===== config.mk =====
export PLATFORM = sky130hd
export DESIGN_NAME = mdio_datapath
export DESIGN_NICKNAME = d
export VERILOG_FILES = /design/src/rtl/mdio_datapath.sv
export SDC_FILE = /design/constraint.sdc
export NUM_CORES = 1
export LEC_CHECK = 0
export CORE_ASPECT_RATIO = 1.5
export CORE_UTILIZATION = 35
export DETAILED_ROUTE_END_ITERATION = 7
export GPL_TIMING_DRIVEN = 0
export PLACE_DENSITY = 0.66
export SYNTH_ARGS = -nofsm -noshare
export SYNTH_HDL_FRONTEND = slang
export SYNTH_SLANG_ARGS = --single-unit

===== constraint.sdc =====
create_clock -name clk -period 1.7 [get_ports clk]
set_input_delay 0.34 -clock clk [delete_from_list [all_inputs] [get_ports clk]]
set_output_delay 0.34 -clock clk [all_outputs]
set_load 0.02 [all_outputs]

===== src/rtl/mdio_datapath.sv =====
// MDIO slave datapath: pad synchronisers, bit sampling, field capture,
// register strobes and serial read-data output.
module mdio_datapath #(
   parameter int SYNC_STAGES = 2
) (
   input  logic        clk,
   input  logic        soft_reset,
   input  logic        mdc,
   input  logic        mdio_in,
   output logic        mdio_out,
   input  logic [4:0]  phy_addr,
   output logic        update_stage,
   output logic        recent_rx_bit,
   output logic        is_write,
   input  logic [3:0]  mdio_out_cnt,
   input  logic        data_phase,
   input  logic        opcode_ready,
   input  logic        phyadr_ready,
   input  logic        devadr_ready,
   input  logic        data_ready,
   output logic [4:0]  reg_devad,
   output logic [15:0] reg_addr,
   output logic        reg_wr_en,
   output logic [15:0] reg_wr_data,
   output logic        reg_rd_en,
   input  logic [15:0] reg_rd_data
);

   logic [SYNC_STAGES-1:0] mdc_sync;
   logic [SYNC_STAGES-1:0] mdio_sync;
   logic                   mdc_d;
   logic                   mdc_s;
   logic                   mdio_s;
   logic                   rise;
   logic [14:0]            sr;
   logic [1:0]             op_q;
   logic                   match_q;
   logic [15:0]            rd_q;
   logic                   rd_pend;
   logic [4:0]             field5;
   logic [15:0]            word16;

   assign mdc_s  = mdc_sync[SYNC_STAGES-1];
   assign mdio_s = mdio_sync[SYNC_STAGES-1];
   assign rise   = mdc_s & ~mdc_d;

   // Fields end with the bit sampled at the current strobe.
   assign field5 = {sr[3:0], recent_rx_bit};
   assign word16 = {sr, recent_rx_bit};

   assign is_write = ~op_q[1] | ~match_q;
   assign mdio_out = data_phase ? rd_q[4'd15 - mdio_out_cnt] : 1'b0;

   always_ff @(posedge clk) begin
      if (soft_reset) begin
         mdc_sync      <= '0;
         mdio_sync     <= '0;
         mdc_d         <= 1'b0;
         update_stage  <= 1'b0;
         recent_rx_bit <= 1'b0;
         sr            <= '0;
         op_q          <= '0;
         match_q       <= 1'b0;
         rd_q          <= '0;
         rd_pend       <= 1'b0;
         reg_devad     <= '0;
         reg_addr      <= '0;
         reg_wr_data   <= '0;
         reg_wr_en     <= 1'b0;
         reg_rd_en     <= 1'b0;
      end else begin
         mdc_sync     <= {mdc_sync[SYNC_STAGES-2:0], mdc};
         mdio_sync    <= {mdio_sync[SYNC_STAGES-2:0], mdio_in};
         mdc_d        <= mdc_s;
         update_stage <= rise;
         if (rise)
            recent_rx_bit <= mdio_s;
         reg_wr_en <= 1'b0;
         reg_rd_en <= 1'b0;
         rd_pend   <= reg_rd_en;
         if (rd_pend)
            rd_q <= reg_rd_data;
         if (update_stage) begin
            sr <= {sr[13:0], recent_rx_bit};
            if (opcode_ready)
               op_q <= {sr[0], recent_rx_bit};
            if (phyadr_ready)
               match_q <= (field5 == phy_addr);
            if (devadr_ready) begin
               reg_devad <= field5;
               if (match_q && op_q[1])
                  reg_rd_en <= 1'b1;
            end
            if (data_ready && match_q) begin
               unique case (1'b1)
                  op_q == 2'b00: reg_addr <= word16;
                  op_q == 2'b01: begin
                     reg_wr_data <= word16;
                     reg_wr_en   <= 1'b1;
                  end
                  op_q == 2'b10: reg_addr <= reg_addr + 16'd1;
                  default: ;
               endcase
            end
         end
      end
   end

endmodule

==> results.ini <==
[placement]
dp.cells = 558
hpwl_mm = 6.57
place_area_um2 = 4370
gp_congestion = 0.874
port_buffers = 74

[synthesis]
yosys.area.top_type_share_pct = 46.6
yosys.area_share.simple_pct = 21.1
synth.most_common_cell = dfxtp_1
synth_edf_count = 0
yosysSeqAreaShare_pct = 46.6
synth_xor_xnor_area_share_pct = 1.26
synthArstFlopShare_pct = 0
yosysUniqueCellTypes = 45
syn_nets = 404
yosys.area_share.adder_pct = 0.359
ys_seq_elements = 81
synth_top_cell_by_area = dfxtp_1
yosys-top-cells-count = dfxtp_1 (81), nor2_1 (65), mux2i_1 (54)
postSynthCellCount = 369
synth_area_per_cell_um2 = 9.44
synth-compound-area-share_pct = 10.2
synthMuxAreaShare_pct = 16.8
ys.flop_type = dfxtp_1
synth_area_um2 = 3480
ys_warn_count = 0
ys_top_cells_by_area = dfxtp_1 (47%), mux2i_1 (16%), nor2_1 (7.0%)
synth_top_family_by_area = simple AND/OR/NAND/NOR gates

[finish]
layout-drive-gt1-share_pct = 10.9
nets = 489
area_growth_pct = 34.6
post-route-util_pct = 48.4
stdcell_area_um2 = 4690
fillers = 939
antenna_cells = 0
fin_cells = 573

[timing]
fin_crit_ns = 1.90
tns_ns = -0.202
fin_skew_ns = 0.00779
fmax_mhz = 526
max_slew.worst_pin.slew_ns = 0.608
slew_headroom_pct = 59.5
rsz0062_at_grt = true
min_period_over_period_pct = 112
setup_viol = 1
slew_viol_final = 0
final_hold_viol_count = 0
postLayoutSetupSlackWorst_ns = -0.202

[setup_path]
cp-end-kind = output port
reg2reg_slack_ns = 0.08
crit_arrival_ns = 1.56
crit_type = register to output port
start_kind = register
required_ns = 1.36
ff2ff_path_depth = 6
crit_fanout = 2

[global_route]
grt_first_pass_wirelength_mm = 14.2
grt_pass1_vias = 2875
grt_use_total_pct = 17.7
grt_max_degree = 14
antenna_found_initial = 0
overflow = 0

[run_status]
violations = setup timing
status = complete, but fails checks

[clock_network]
root_buffer = clkbuf_16
holdBufCountCts = 0
cts_max_path_buffers = 2
path_clk_slew_ns = 0.06
ctsHtreeMaxLevel = 3
clock_sinks = 81
insertion_delay_ns = 0.34
cts_buffers = 9
cts_tree = built
cts_setup_buffers = 0

[route]
avgRoutedWirePerCell_um = 15.3
drc = 0
via_count = 2953
drt_first_pass_iters = 4
drt_iter0_markers = 166
wl_mm = 8.79
antenna_left = 0
via_per_inst = 5.15

[floorplan]
dieHeight_um = 124
fp.dieW_um = 83.4
die_area_um2 = 10400
io_pins = 77
rows = 44
initial_core_util_pct = 35.9
fp.coreArea_um2 = 9690

[power_and_ir_drop]
p_per_area_nw_per_um2 = 860
p_leak_nw = 1.87
ir_drop_mv = 0.775

[min_path]
hold_depth = 1
hold_path.class = register to register

[run]
drv_cap = 0

## path summary, 6_finish.rpt
| check | startpoint | end |
|---|---|---|
| hold reg to reg | mdc_sync[0] | mdc_sync[1] |
| setup / recovery | rd_q[2] | mdio_out |
| hold / removal | mdc_sync[0] | mdc_sync[1] |
| setup reg to reg | update_stage | reg_addr[13] |
## flip-flops by register name, summed over array words and instances (netlist names), 2 cells and up
| register | count |
|---|---|
| reg_addr | 16 |
| reg_devad | 5 |
| rd_q | 16 |
| mdio_sync | 2 |
| sr | 15 |
| op_q | 2 |
| mdc_sync | 2 |
| reg_wr_data | 16 |
## power by group
group	switching [mW]	leakage (nW)	internal, mW	total, mW
logic	0.0809	1.07	0.0920	0.173
registers	0.00176	0.655	1.90	1.91
clock network	0.743	0.148	1.21	1.95
## layout make-up
type	instances	area (um2)	share of cell area (%)
flip-flops and latches	81	1630	34.7
inverters	3	11.3	0.240
repair buffers	74	719	15.3
plain buffers	26	133	2.83
clock inverters	4	51.3	1.09
multi-input cells	259	1750	37.3
clock buffers	11	253	5.39
well taps	115	144	3.07
## placed cells by master, fill, tap and decap left out, drive strengths merged, types with 2 or more instances in the layout
master | synthesis | layout
nand2b | 3 | 3
dlymetal6s2s | 0 | 2
xor2 | 2 | 2
mux2i | 54 | 54
nor2 | 65 | 65
mux4 | 2 | 2
clkbuf | 14 | 27
xnor2 | 3 | 3
and3 | 4 | 4
a221oi | 6 | 6
nor2b | 11 | 11
a211oi | 5 | 5
nor4 | 4 | 4
o211ai | 2 | 2
nand3 | 12 | 12
o22ai | 3 | 3
o21ai | 10 | 10
nand2 | 25 | 25
or3 | 3 | 3
a21oi | 15 | 15
buf | 12 | 12
nor3 | 7 | 7
dfxtp | 81 | 81
inv | 3 | 4
nand4 | 7 | 7
dlygate4sd2 | 0 | 14
a311oi | 5 | 5
clkdlybuf4s50 | 0 | 55
## cells by family after synthesis
| kind of cell | count (synthesis) |
|---|---|
| AO/OA/AOI/OAI | 51 |
| XOR/XNOR | 5 |
| adder cells (fa/ha/maj) | 1 |
| buffers and inverters | 29 |
| flip-flops | 81 |
| multiplexers | 56 |
| AND/OR/NAND/NOR | 146 |
## layer usage
layer	up-vias	wire length (um)	global-route usage (%)
met3	23	326	3.58
li1	1475	-	-
met1	1379	3670	20.6
met2	76	4530	30.6
met4	0	262	9.64
met5	-	0	0
## critical path, stage by stage (launching register included)
cell and delay (ns):
dfxtp_1 0.31, mux4_2 0.46, o211ai_1 0.20, o22ai_1 0.09, buf_2 0.16
## per-stage QoR
step / worst slack (ns) / hold slack, ns / power (mW)
floorplan: 0.0181 / 0.414 / 2.01
global placement: -0.945 / 0.420 / 2.12
detailed placement: -0.932 / 0.429 / 2.12
CTS: -0.207 / 0.445 / 4.09
global route: -0.266 / 0.465 / 4.17
finish: -0.202 / 0.439 / 4.03
## what timing repair did
item	4_1_cts	5_1_grt
resized for setup	30	13
pin swaps	0	1
setup endpoints to repair	20	13
(Power assumes the default switching activity.)
